==> config.mk <==
export PLATFORM = sky130hd
export DESIGN_NAME = row_sched
export DESIGN_NICKNAME = d
export VERILOG_FILES = /design/src/rtl/row_sched.sv
export SDC_FILE = /design/constraint.sdc
export NUM_CORES = 1
export LEC_CHECK = 0
export BUFFER_PORTS_ARGS = -buffer_cell sky130_fd_sc_hd__buf_4
export CORE_MARGIN = 2
export CORE_UTILIZATION = 53
export CTS_CLUSTER_DIAMETER = 60
export DETAILED_ROUTE_END_ITERATION = 6
export PLACE_DENSITY = 0.73
export SLEW_MARGIN = 10
export SYNTH_ARGS = -nofsm -noshare
export SYNTH_HDL_FRONTEND = slang
export SYNTH_SLANG_ARGS = --single-unit
export TNS_END_PERCENT = 1
==> constraint.sdc <==
create_clock -name clk -period 5 [get_ports clk]
set_input_delay 1.25 -clock clk [delete_from_list [all_inputs] [get_ports clk]]
set_output_delay 1.25 -clock clk [all_outputs]
set_load 0.03 [all_outputs]
==> src/rtl/row_sched.sv <==
// row_sched: buffers 4-column rows in a small FIFO and streams them to a systolic array as skewed column feeds.
// Define ROW_SCHED_PERF_EN to add the bubble_cnt stall counter port.
module row_sched #(
  parameter int ROWS = 8,
  parameter int FIFO_DEPTH = 4
) (
  input  logic         clk,
  input  logic         rst,
  input  logic         start,
  input  logic         in_valid,
  output logic         in_ready,
  input  logic [127:0] in_row,
  output logic [31:0]  x01,
  output logic [31:0]  x02,
  output logic [31:0]  x03,
  output logic [31:0]  x04,
  output logic         op_11,
  output logic         op_12,
  output logic         op_13,
  output logic         op_14,
  output logic         op_22,
  output logic         op_23,
  output logic         op_24,
  output logic         busy,
  output logic         done
`ifdef ROW_SCHED_PERF_EN
  ,
  output logic [15:0]  bubble_cnt
`endif
);
  localparam int AW = $clog2(FIFO_DEPTH);
  localparam int CW = AW + 1;
  typedef enum logic [1:0] {IDLE, STREAM, DRAIN} state_t;
  state_t state, state_nxt;
  logic [7:0] row_cnt, row_cnt_nxt;
  logic [2:0] drain_cnt, drain_cnt_nxt;
  logic [127:0] mem [FIFO_DEPTH];
  logic [AW-1:0] wr_ptr, rd_ptr;
  logic [CW-1:0] count;
  logic [127:0] row;
  logic push, pop;
  logic [95:0] d2;
  logic [63:0] d3;
  logic [31:0] d4;
  assign in_ready = count != CW'(FIFO_DEPTH);
  assign push = in_valid && in_ready;
  assign pop = state == STREAM && count != '0;
  assign row = mem[rd_ptr];
  always_comb begin
    state_nxt = state;
    row_cnt_nxt = row_cnt;
    drain_cnt_nxt = drain_cnt;
    unique case (state)
      IDLE: begin
        state_nxt = start ? STREAM : IDLE;
        row_cnt_nxt = start ? 8'd0 : row_cnt;
      end
      STREAM: begin
        row_cnt_nxt = pop ? row_cnt + 8'd1 : row_cnt;
        state_nxt = pop && row_cnt == 8'(ROWS - 1) ? DRAIN : STREAM;
        drain_cnt_nxt = 3'd0;
      end
      DRAIN: begin
        drain_cnt_nxt = drain_cnt + 3'd1;
        state_nxt = drain_cnt == 3'd5 ? IDLE : DRAIN;
      end
      default: state_nxt = IDLE;
    endcase
  end
  // done lands in the last DRAIN cycle, six cycles after the final pop
  always_ff @(posedge clk) begin
    if (!rst) begin
      state <= IDLE;
      row_cnt <= '0;
      drain_cnt <= '0;
      busy <= 1'b0;
      done <= 1'b0;
    end else begin
      state <= state_nxt;
      row_cnt <= row_cnt_nxt;
      drain_cnt <= drain_cnt_nxt;
      busy <= state_nxt != IDLE;
      done <= state == DRAIN && drain_cnt == 3'd4;
    end
  end
  always_ff @(posedge clk) begin
    if (push) mem[wr_ptr] <= in_row;
  end
  always_ff @(posedge clk) begin
    if (!rst) begin
      wr_ptr <= '0;
      rd_ptr <= '0;
      count <= '0;
    end else begin
      wr_ptr <= push ? wr_ptr + AW'(1) : wr_ptr;
      rd_ptr <= pop ? rd_ptr + AW'(1) : rd_ptr;
      count <= count + CW'(push) - CW'(pop);
    end
  end
  // each stage hands the remaining columns one step down the skew
  always_ff @(posedge clk) begin
    if (!rst) begin
      {x01, x02, x03, x04, d2, d3, d4} <= '0;
      {op_11, op_12, op_13, op_14, op_22, op_23, op_24} <= '0;
    end else begin
      x01 <= pop ? row[31:0] : '0;
      d2 <= pop ? row[127:32] : '0;
      x02 <= d2[31:0];
      d3 <= d2[95:32];
      x03 <= d3[31:0];
      d4 <= d3[63:32];
      x04 <= d4;
      op_11 <= pop;
      op_12 <= op_11;
      op_13 <= op_12;
      op_22 <= op_12;
      op_14 <= op_13;
      op_23 <= op_13;
      op_24 <= op_14;
    end
  end
`ifdef ROW_SCHED_PERF_EN
  always_ff @(posedge clk) begin
    if (!rst) bubble_cnt <= '0;
    else if (state == IDLE && start) bubble_cnt <= '0;
    else if (state == STREAM && count == '0 && bubble_cnt != 16'hFFFF) bubble_cnt <= bubble_cnt + 16'd1;
  end
`endif
endmodule

After elaboration in Yosys (flattened, before gate mapping)
Memory sizes are Yosys's and may differ from the RTL's. A register that Yosys moved wholly into a read port is not among the register bits. Cells that the tools add are included.

Memory bits (writable): 512. Bits of input ports: 132. Memories kept: 1. Bits in registers: 219.

Memories: mem (depth 4, bits a word 128, read ports 1, clocked after memory_dff 1, wr ports 1, line 37) `logic [127:0] mem [FIFO_DEPTH];`.

Eq/ne operators: 8. Muxes and demuxes: 10. $add $sub $neg: 6. Reduce and logical (&&, ||, !) cells: 12.

Operators with widths (number): 8-bit 2-to-1 mux (2); 8-bit one-hot mux with 2 select lines (1); 8-bit by 1-bit adder with 8-bit output (second input constant) (1); 8-bit by 3-bit equality test with 1-bit output (second input constant) (1); 3-bit equality test (second input constant) (2); 2-bit one-hot mux with 3 select lines (1); 3-bit one-hot mux with 2 select lines (1); 2-bit nonzero test (3); 2-bit by 1-bit adder with 2-bit output (second input constant) (2); 1-bit logical AND (4); 2-bit 2-to-1 mux (2); 2-bit != test (second input constant) (2); 3-bit by 1-bit adder with 3-bit output (1); 3-bit by 1-bit adder with 3-bit output (second input constant) (1); 1-bit 2-to-1 mux (3); 3-bit != test (second input constant) (1); 3-bit AND reduction (1); 3-bit nonzero test (1); 3-bit by 1-bit subtractor with 3-bit output (1); 2-bit by 1-bit equality test with 1-bit output (second input constant) (1); 2-bit equality test (second input constant) (1); 2-bit logical NOT (1); 2-bit AND reduction (1); 1-bit logical NOT (1).

Logic depth before layout (Yosys ltp)
Gate-level depths: netlist (run 1).

Depth after elaboration: 6. Gate-level depth with buffers: 11.

Least setup slack after synthesis (run 1)
Ideal clock, no wire load.

Path kind: input-to-reg. Start point: input in_valid. End point: memory mem[0][0], enable pin. Arrival time: 4.231 ns. Data required time: 4.497 ns. Path slack: 0.265 ns. Path buffers: 0. Stages: 1. Path through: and3_1.

Word-level cells in the longest chain between the ends: 3.

RTL lines: start, declared (line 10) `input logic in_valid,`; 1-bit logical AND (line 46) `assign push = in_valid && in_ready;`; 1-bit 2-to-1 mux (line 87) `if (push) mem[wr_ptr] <= in_row;`; 1-bit 2-to-1 mux (not written as such) (line 87); end, declared (line 37).

Every way passes these cells.

Final worst setup path (run 1)
Start point: register count[2]. End point: output in_ready.

Word-level cells in the longest chain between the ends: 1.

RTL lines: start, declared (line 39) `logic [CW-1:0] count;`; start signal, assigned (line 97) `count <= count + CW'(push) - CW'(pop);`; 3-bit != test (line 45) `assign in_ready = count != CW'(FIFO_DEPTH);`; end, declared (line 11) `output logic in_ready,`.

Every way passes these cells.

==> results of run 1 <==
placed cells by master (no fill, tap or decap), types with 10 or more instances in the layout:
master       n
edfxtp_1   512
dfxtp_1    345
buf_4      278
and2_1     199
mux4_2     128
and3_1     128
clkbuf_16   85
clkbuf_1    17
clkinv_2    15
ha_1        13
inv_1       12
clkbuf_8    12
a21oi_1     11
bufinv_16   11
nand3_1     10
flip-flops by register name, summed over array words and instances (netlist names), 2 cells and up:
signal     count
count          3
d2            96
d3            64
d4            32
drain_cnt      3
mem          512
rd_ptr         2
row_cnt        8
state          2
wr_ptr         2
x01           32
x02           32
x03           32
x04           32
critical path: stages, from the launching register on:
cell     delay [ps]
dfxtp_1         430
nor3b_1         410
inv_1           230
buf_4           240
power groups by stage:
stage	Clock (mW)	Sequential, mW	Combinational, mW
floorplan	0	8.50	1.23
global placement	0	8.42	1.77
detailed placement	0	8.46	1.79
CTS	6.49	8.31	1.80
global route	6.77	8.35	1.92
finish	6.34	8.30	1.76
per-stage QoR:
step | hold WS (ps) | cells | setup WS, ps | util [%] | power [mW]
after floorplan | 412 | 1508 | 265 | - | 9.73
after global placement | 414 | 2397 | 2070 | 59.0 | 10.2
after detailed placement | 417 | 2397 | 2050 | 59.0 | 10.2
after CTS | 417 | 2548 | 1810 | 64.3 | 16.6
after global routing | 422 | 2548 | 1680 | 64.3 | 17.0
final | 412 | 2549 | 1820 | 64.3 | 16.4
cell type report:
| type | count | share of cell area [%] |
|---|---|---|
| Timing Repair Buffer | 285 | 6.55 |
| Sequential cell | 859 | 65.8 |
| Antenna cell | 1 | 0.00738 |
| Tap cell | 688 | 2.54 |
| Inverter | 13 | 0.144 |
| Clock inverter | 38 | 1.40 |
| Clock buffer | 113 | 6.90 |
| Multi-Input combinational cell | 552 | 16.6 |
worst min-delay path by stage:
stage	from	to	slack (ps)	cells after the start
floorplan	d2[32]$_SDFF_PN0_	d3[0]$_SDFF_PN0_	410	1
global placement	d4[8]$_SDFF_PN0_	x04[8]$_SDFF_PN0_	410	1
detailed placement	d2[32]$_SDFF_PN0_	d3[0]$_SDFF_PN0_	420	1
CTS	d2[4]$_SDFF_PN0_	x02[4]$_SDFF_PN0_	420	1
global route	d2[4]$_SDFF_PN0_	x02[4]$_SDFF_PN0_	420	1
finish	d2[4]$_SDFF_PN0_	x02[4]$_SDFF_PN0_	410	1
kinds of logic (layout without fill, tap and decap cells):
group	after synthesis	in the layout	synth area share, %
DFF	859	859	78.5
and+or+nand+nor	379	379	8.27
muxes	132	132	10.3
buffers and inverters	97	449	1.69
AOI/OAI and AO/OA	23	23	0.475
adders and majority gates	14	14	0.643
xor gates and xnor gates	4	4	0.123
other	0	1	0
metal layers:
layer | vias to the layer above | share of wire (%) | wire, µm
met5 | - | 0.082 | 43
met4 | 8 | 2.4 | 1240
met3 | 86 | 6.2 | 3240
met2 | 346 | 47 | 24800
met1 | 6793 | 44 | 22900
li1 | 6217 | - | -
==> impl_metrics.yaml, run 1 <==
drt:
  vias_per_cell: 5.28
  drt_pass1_iterations: 5
  ant_nets: 0
  wl_um: 52200
  initialDrtViolationCount: 855
  wire_per_inst_um: 20.5
  drc: 0
  num_vias: 13500
power_and_ir_drop:
  p_sw_share_pct: 22.0
  p_sw_mw: 3.60
  intPower_mw: 12.8
  vdd_drop_max_mv: 0.326
  p_seq_share_pct: 50.6
  clkPwrFrac_pct: 38.7
  power_frac_comb_pct: 10.7
  powerDensity_nw_per_um2: 483
  leakage_nw: 12.7
logic_synthesis:
  syn-num-nets: 1654
  synthTopCellsByArea: "edfxtp_1, dfxtp_1, mux4_2"
  async_reset_ff_share_pct: 0
  synth_common_cells: "edfxtp_1, dfxtp_1, and2_1"
  yosys.cell_count.top_type: "edfxtp_1"
  avgSynthCellArea_um2: 18.9
  synth_edf_count: 512
  synthCells: 1508
  ys_seq_area_share_pct: 78.5
  synth.top_cell.area_share_pct: 54.1
  ys.flop_type: "edfxtp_1"
  synth.ff_latch_count: 859
  yosysTopAreaCell: "edfxtp_1"
  yosysWarnings: 0
  synth_cell_types: 39
  netlist_area_um2: 28400
timing:
  timing.clock.skew_ps: 21.5
  fin_crit_sh_pct: 63.5
  fmax_mhz: 315
  slew_headroom_pct: 19.2
  final-hold-violation-count: 0
  setup_viol: 0
  fin_crit_ps: 3180
  tns_ps: 0
  worst_pin_slew_ps: 1210
  slew_viol_final: 0
  grt_setup_unrepaired: "no"
global_routing:
  grt_remaining_overflow: 0
  top_usage_layer: "met2"
  grt_max_degree: 136
  grt_pass1_wl_um: 80500
  use_met1_pct: 25.8
  met3_usage_pct: 4.63
  met2_usage_pct: 30.4
  grt_pass1_vias: 14100
  grt_usage_pct: 19.1
  antenna_found_initial: 5
placement:
  dpl_cell_area_um2: 31100
  gp_congestion: 0.743
  port_buffers: 269
  post-dp-hpwl_um: 29100
layout:
  regArea_um2: 22300
  layout-drive-gt1-share_pct: 29.5
  multiInputGateArea_um2: 5650
  area_growth_pct: 19.3
  fillers: 3628
  stdcell_area_um2: 33900
  final_nets: 1938
clocking:
  clk_pin_slew_ps: 70
  clock-sinks: 859
  clk_latency_ps: 610
  ctsResizeCount: 0
  cts-root-buf: "clkbuf_16"
  post_cts_buffers: 0
  ctsHoldBuffers: 0
  cts_tree: "yes"
  clk_path_buf_depth: 3
  cts_buffers: 81
  htreeDepth: 3
floorplanning:
  initial_core_util_pct: 53.9
  rows: 84
  core_area_um2: 52800
  die_area_um2: 55500
  ioPinCount: 270
  die_x_um: 236
  die-height_um: 236
setup_path:
  r2r-end: "d2[51]$_SDFF_PN0_"
  r2r_cells: 6
  r2r_slack_ps: 2370
  cp_max_fo: 7
  arrival_ps: 1930
  crit_path_start_kind: "register"
  endpoint_kind: "primary output"
  startpoint: "count[2]$_SDFF_PN0_"
  path_class: "register to primary output"
  cp-endpoint: "in_ready"
  worstReg2RegStart: "state[1]$_SDFF_PN0_"
  cp.required_ps: 3750
run_status:
  status: "completed"
flow_run:
  maxCapViolCount: 0
worst_hold_path:
  hp-class: "register to register"
No activity file was read; power rests on OpenSTA's default activity.
==> inputs of run 2 (changes only) <==
--- a/config.mk
+++ b/config.mk
@@ -5,12 +5,13 @@
 export SDC_FILE = /design/constraint.sdc
 export NUM_CORES = 1
 export LEC_CHECK = 0
+export ABC_AREA = 1
 export BUFFER_PORTS_ARGS = -buffer_cell sky130_fd_sc_hd__buf_4
 export CORE_MARGIN = 2
-export CORE_UTILIZATION = 53
+export CORE_UTILIZATION = 54
 export CTS_CLUSTER_DIAMETER = 60
 export DETAILED_ROUTE_END_ITERATION = 6
-export PLACE_DENSITY = 0.73
+export PLACE_DENSITY = 0.72
 export SLEW_MARGIN = 10
 export SYNTH_ARGS = -nofsm -noshare
 export SYNTH_HDL_FRONTEND = slang
==> constraint.sdc (replaced) <==
create_clock -name clk -period 3 [get_ports clk]
set_input_delay 0.75 -clock clk [delete_from_list [all_inputs] [get_ports clk]]
set_output_delay 0.75 -clock clk [all_outputs]
set_load 0.03 [all_outputs]
==> run 2 against run 1 <==
Critical path depth unchanged. Synthesized cell count increased by 60%. Flip-flop and latch count unchanged. Non-clock buffer count increased by 6. Sequential share of layout area decreased by 1.2 points. Via count increased by 30%. Count of clock-buffer cells in the layout decreased by 2. Global-route usage increased by 2.6 points. Synthesized area increased by 2.2%. Clock power increased by 66%. Sequential power increased by 69%. Largest cell class unchanged.
==> impl_metrics.yaml, run 2 <==
floorplanning:
  core_area_um2: 53500
  die_area_um2: 55700
  die_x_um: 236
  ioPinCount: 270
  initial_core_util_pct: 54.3
  die-height_um: 236
  rows: 85
layout:
  layout-drive-gt1-share_pct: 16.4
  mostFrequentLayoutCell: "nor2_1"
  biggestRegsByFlops: "mem x512, d2 x96, d3 x64"
  fillers: 3950
  stdcell_count: 3447
  area_growth_pct: 19.0
  layout_common_cells: "nor2_1, edfxtp_1, dfxtp_1, buf_4, o21ai_0"
  largest_register: "mem"
  final_nets: 2817
  largest_reg_flops: 512
  stdcell_area_um2: 34600
setup_path:
  cp_max_fo: 3
  path_class: "register to primary output"
  cp.required_ps: 2250
  endpoint_kind: "primary output"
  arrival_ps: 1560
  crit_path_start_kind: "register"
timing:
  grt_setup_unrepaired: "no"
  fmax_mhz: 432
  final-hold-violation-count: 0
  fin_crit_sh_pct: 77.1
  slew_viol_final: 0
  slew_headroom_pct: 47.4
  setup_viol: 0
  fin_crit_ps: 2310
  timing.hold.ws_ps: 315
  timing.clock.skew_ps: 27.1
  worst_pin_slew_ps: 789
global_routing:
  grt_usage_pct: 21.6
  grt_pass1_vias: 17500
  use_met1_pct: 28.1
  met3_usage_pct: 5.03
  met2_usage_pct: 35.4
  antenna_found_initial: 11
  grt_max_degree: 129
  grt_remaining_overflow: 0
  grt_pass1_wl_um: 93600
  top_usage_layer: "met2"
clocking:
  clk_latency_ps: 630
  ctsResizeCount: 0
  clk_path_buf_depth: 3
  cts_buffers: 85
  cts-root-buf: "clkbuf_16"
  htreeDepth: 3
  clock-sinks: 859
  cts_tree: "yes"
  post_cts_buffers: 0
  clk_pin_slew_ps: 60
  ctsHoldBuffers: 0
placement:
  post-dp-hpwl_um: 32400
  port_buffers: 269
  dp_cells: 3280
  dpl_cell_area_um2: 31700
  gp_congestion: 0.795
logic_synthesis:
  yosys.cell_count.top_type: "nor2_1"
  synth.ff_latch_count: 859
  synthCells: 2417
  synthTopCellsByArea: "edfxtp_1, dfxtp_1, nor2_1"
  synth_cell_types: 29
  syn-num-nets: 2563
  ys.flop_type: "edfxtp_1"
  async_reset_ff_share_pct: 0
  synth_edf_count: 512
  synth.top_cell.area_share_pct: 52.9
  ys_seq_area_share_pct: 76.8
  yosysWarnings: 0
  synth_common_cells: "nor2_1, edfxtp_1, dfxtp_1"
  avgSynthCellArea_um2: 12.0
  yosysTopAreaCell: "edfxtp_1"
  netlist_area_um2: 29100
drt:
  num_vias: 17500
  initialDrtViolationCount: 1294
  drt_pass1_iterations: 5
  wl_um: 60600
  ant_nets: 0
  wire_per_inst_um: 17.6
  vias_per_cell: 5.09
  drc: 0
worst_hold_path:
  hp-class: "primary input to register"
flow_run:
  maxCapViolCount: 0
power_and_ir_drop:
  vdd_drop_max_mv: 0.662
  powerDensity_nw_per_um2: 798
  leakage_nw: 14.4
run_status:
  status: "completed"
==> run 2: cell types whose count changed after synthesis, sizes merged, moves of 39 or more <==
cell	change
inv	+218
buf	+39
o21ai	+261
and3	-131
nor2	+526
mux4	-128
a21oi	+130
nand2	+226
and2	-199
==> run 2: worst max-delay path, cell delays in order, from the launching register on <==
cell     delay [ps]
dfxtp_1         360
nor2_2          220
nand2_2         160
buf_4           210
==> run 2: cell families after synthesis <==
| group | share of synthesized area [%] |
|---|---|
| compound gates | 7.14 |
| xor+xnor | 0.0603 |
| fa+ha+maj | 0.629 |
| buf+inv | 5.23 |
| flops | 76.8 |
| simple gates | 10.1 |
==> run 2: through the flow <==
stage / TNS [ps] / power (mW) / utilization (%) / setup slack [ps]
after global routing: 0 / 28.7 / 64.6 / 608
after detailed placement: 0 / 17.3 / 59.3 / 861
final: 0 / 27.6 / 64.6 / 688
after floorplan: -83780 / 16.2 / - / -179
after CTS: 0 / 27.8 / 64.6 / 653
after global placement: 0 / 17.2 / 59.3 / 833
==> run 2: path summary, 6_finish.rpt <==
check / to / slack [ps] / depth (start not counted) / from
min: mem[3][36]$_DFFE_PP_ / 310 / 1 / in_row[36]
max reg2reg: count[2]$_SDFF_PN0_ / 910 / 11 / state[1]$_SDFF_PN0_
min reg2reg: x03[19]$_SDFF_PN0_ / 400 / 2 / d3[19]$_SDFF_PN0_
max: in_ready / 690 / 3 / count[1]$_SDFF_PN0_
==> run 2: power breakdown <==
| group | switching, mW | internal, mW | total (mW) |
|---|---|---|---|
| registers | 0.314 | 13.6 | 14.0 |
| logic | 2.18 | 0.891 | 3.07 |
| clock network | 4.40 | 6.14 | 10.5 |
==> run 2: final cells by class <==
type                       count  area [µm²]  share of cell area, %
inverter                     231         875                   2.53
clock inverter                49         410                   1.19
timing repair buffer         291        2380                   6.87
multi-input combinational   1203        5280                   15.3
tap                          696         871                   2.52
clock buffer                 111        2410                   6.98
sequential                   859       22300                   64.6
antenna                        7        17.5                 0.0507
==> run 2: routing by layer <==
metal	part of all wire, %	vias up
li1	-	8465
met1	43	8464
met2	48	504
met3	6.8	95
met4	2.3	12
met5	0.12	-
==> inputs of run 3 (changes only) <==
==> constraint.sdc (replaced) <==
create_clock -name clk -period 2.35 [get_ports clk]
set_input_delay 0.5875 -clock clk [delete_from_list [all_inputs] [get_ports clk]]
set_output_delay 0.5875 -clock clk [all_outputs]
set_load 0.03 [all_outputs]
==> run 3 against run 2 <==
First-iteration DRC count is 5.3% lower. Worst hold slack got worse by 150 ps. Flip-flop and latch count stayed put. Non-clock buffer count grew 8. Combinational power rose by 33%. Sequential share of layout area down 0.35 points. Via count is 1.2% higher. Highest routed layer unchanged.
==> impl_metrics.yaml, run 3 (synthesis gave the netlist of run 2 again) <==
clocking:
  clock-sinks: 859
  cts-root-buf: "clkbuf_16"
  cts_tree: "yes"
  clk_path_buf_depth: 3
  ctsHoldBuffers: 0
  clk_pin_slew_ps: 60
  htreeDepth: 3
  ctsResizeCount: 0
  post_cts_buffers: 0
  cts_buffers: 85
  clk_latency_ps: 620
timing:
  slew_headroom_pct: 48.4
  fmax_mhz: 501
  slew_viol_final: 0
  fin_crit_sh_pct: 84.9
  setup_viol: 0
  grt_setup_unrepaired: "no"
  timing.clock.skew_ps: 14.1
  worst_pin_slew_ps: 774
  final-hold-violation-count: 0
  tns_ps: 0
  fin_crit_ps: 1990
setup_path:
  path_depth: 3
  r2r_slack_ps: 400
  path_class: "register to primary output"
  r2r_cells: 11
  startpoint: "count[1]$_SDFF_PN0_"
  cp.buffers_inverters: 1
  r2r-end: "count[2]$_SDFF_PN0_"
  cp_max_fo: 3
  cp-endpoint: "in_ready"
  critPathSlowestCell: "dfxtp_4"
  arrival_ps: 1410
  crit_path_start_kind: "register"
  cp_cell_sequence: "nor2_4 -> nand2_4 -> buf_4"
  cp.required_ps: 1760
  endpoint_kind: "primary output"
  critPathMaxStageDelay_ps: 360
  worstReg2RegStart: "state[1]$_SDFF_PN0_"
  critPathTopFamily: "flip-flops"
placement:
  dp_cells: 3288
  post-dp-hpwl_um: 33300
  port_buffers: 269
  dpl_cell_area_um2: 31900
  gp_congestion: 0.812
drt:
  wl_um: 61100
  num_vias: 17700
  drc: 0
  ant_nets: 0
  drt_pass1_iterations: 5
  wire_per_inst_um: 17.7
  initialDrtViolationCount: 1226
  vias_per_cell: 5.15
floorplanning:
  initial_core_util_pct: 54.3
  die_x_um: 236
  die_area_um2: 55700
  rows: 85
  die-height_um: 236
  core_area_um2: 53500
  ioPinCount: 270
layout:
  largest_register: "mem"
  biggestRegsByFlops: "mem x512, d2 x96, d3 x64"
  stdcell_area_um2: 34800
  stdcell_count: 3449
  largest_reg_flops: 512
  mostFrequentLayoutCell: "nor2_1"
  final_nets: 2825
  layout-drive-gt1-share_pct: 16.5
  layout_common_cells: "nor2_1, edfxtp_1, dfxtp_1, buf_4, o21ai_0"
  area_growth_pct: 19.6
global_routing:
  grt_pass1_wl_um: 94600
  grt_pass1_vias: 17600
  grt_usage_pct: 21.8
  grt_max_degree: 134
  grt_remaining_overflow: 0
  antenna_found_initial: 5
power_and_ir_drop:
  p_seq_share_pct: 50.0
  vdd_drop_max_mv: 0.644
  p_sw_mw: 8.70
  intPower_mw: 26.8
  clkPwrFrac_pct: 38.5
  power_frac_comb_pct: 11.5
  leakage_nw: 14.5
  powerDensity_nw_per_um2: 1020
  p_sw_share_pct: 24.5
flow_run:
  maxCapViolCount: 0
worst_hold_path:
  hp-class: "primary input to register"
run_status:
  status: "completed"
-- run 3: metal layers --
metal / global-route usage (%) / vias up / routed length, µm
li1: - / 8479 / -
met1: 28.1 / 8613 / 25500
met2: 36.5 / 545 / 29700
met3: 4.73 / 105 / 4390
met4: 8.34 / 6 / 1480
met5: 0 / - / 39
-- run 3: power by group through the flow --
stage	registers, mW	clock network (mW)	logic, mW
after floorplan	18.2	0	2.45
after global placement	18.0	0	3.95
after detailed placement	18.1	0	4.10
after CTS	17.8	13.9	4.13
after global routing	17.9	14.6	4.54
final	17.8	13.7	4.09
-- run 3: worst min path at each step --
stage,from,end,depth (start not counted)
final,in_row[57],mem[2][57]$_DFFE_PP_,1
after global routing,in_row[51],mem[0][51]$_DFFE_PP_,1
after CTS,in_row[57],mem[2][57]$_DFFE_PP_,1
after detailed placement,d4[14]$_SDFF_PN0_,x04[14]$_SDFF_PN0_,2
after global placement,d3[56]$_SDFF_PN0_,d4[24]$_SDFF_PN0_,2
after floorplan,d2[32]$_SDFF_PN0_,d3[0]$_SDFF_PN0_,2
-- run 3: worst reg2reg max path: cells and delay by family, from the launching register on --
kind	cells	cell delay, ps
AO/OA/AOI/OAI	3	340
XOR/XNOR	1	130
adder cells (fa/ha/maj)	3	770
buffers and inverters	4	310
flip-flops	1	330
-- run 3: per-stage QoR --
stage	total power [mW]	setup slack, ps	utilization (%)	hold slack, ps
final	35.5	355	65.0	167
after CTS	35.8	317	65.0	134
after detailed placement	22.2	402	59.6	397
after global routing	37.0	247	65.0	146
after floorplan	20.7	-645	-	390
after global placement	22.0	332	59.6	392
-- run 3: final cells by class --
type	count	area, µm²
clock inverter	32	334
timing repair buffer	299	2500
fill	3899	18700
clock buffer	125	2550
sequential	859	22300
antenna	4	10.0
tap	696	871
multi-input combinational	1203	5290
inverter	231	875
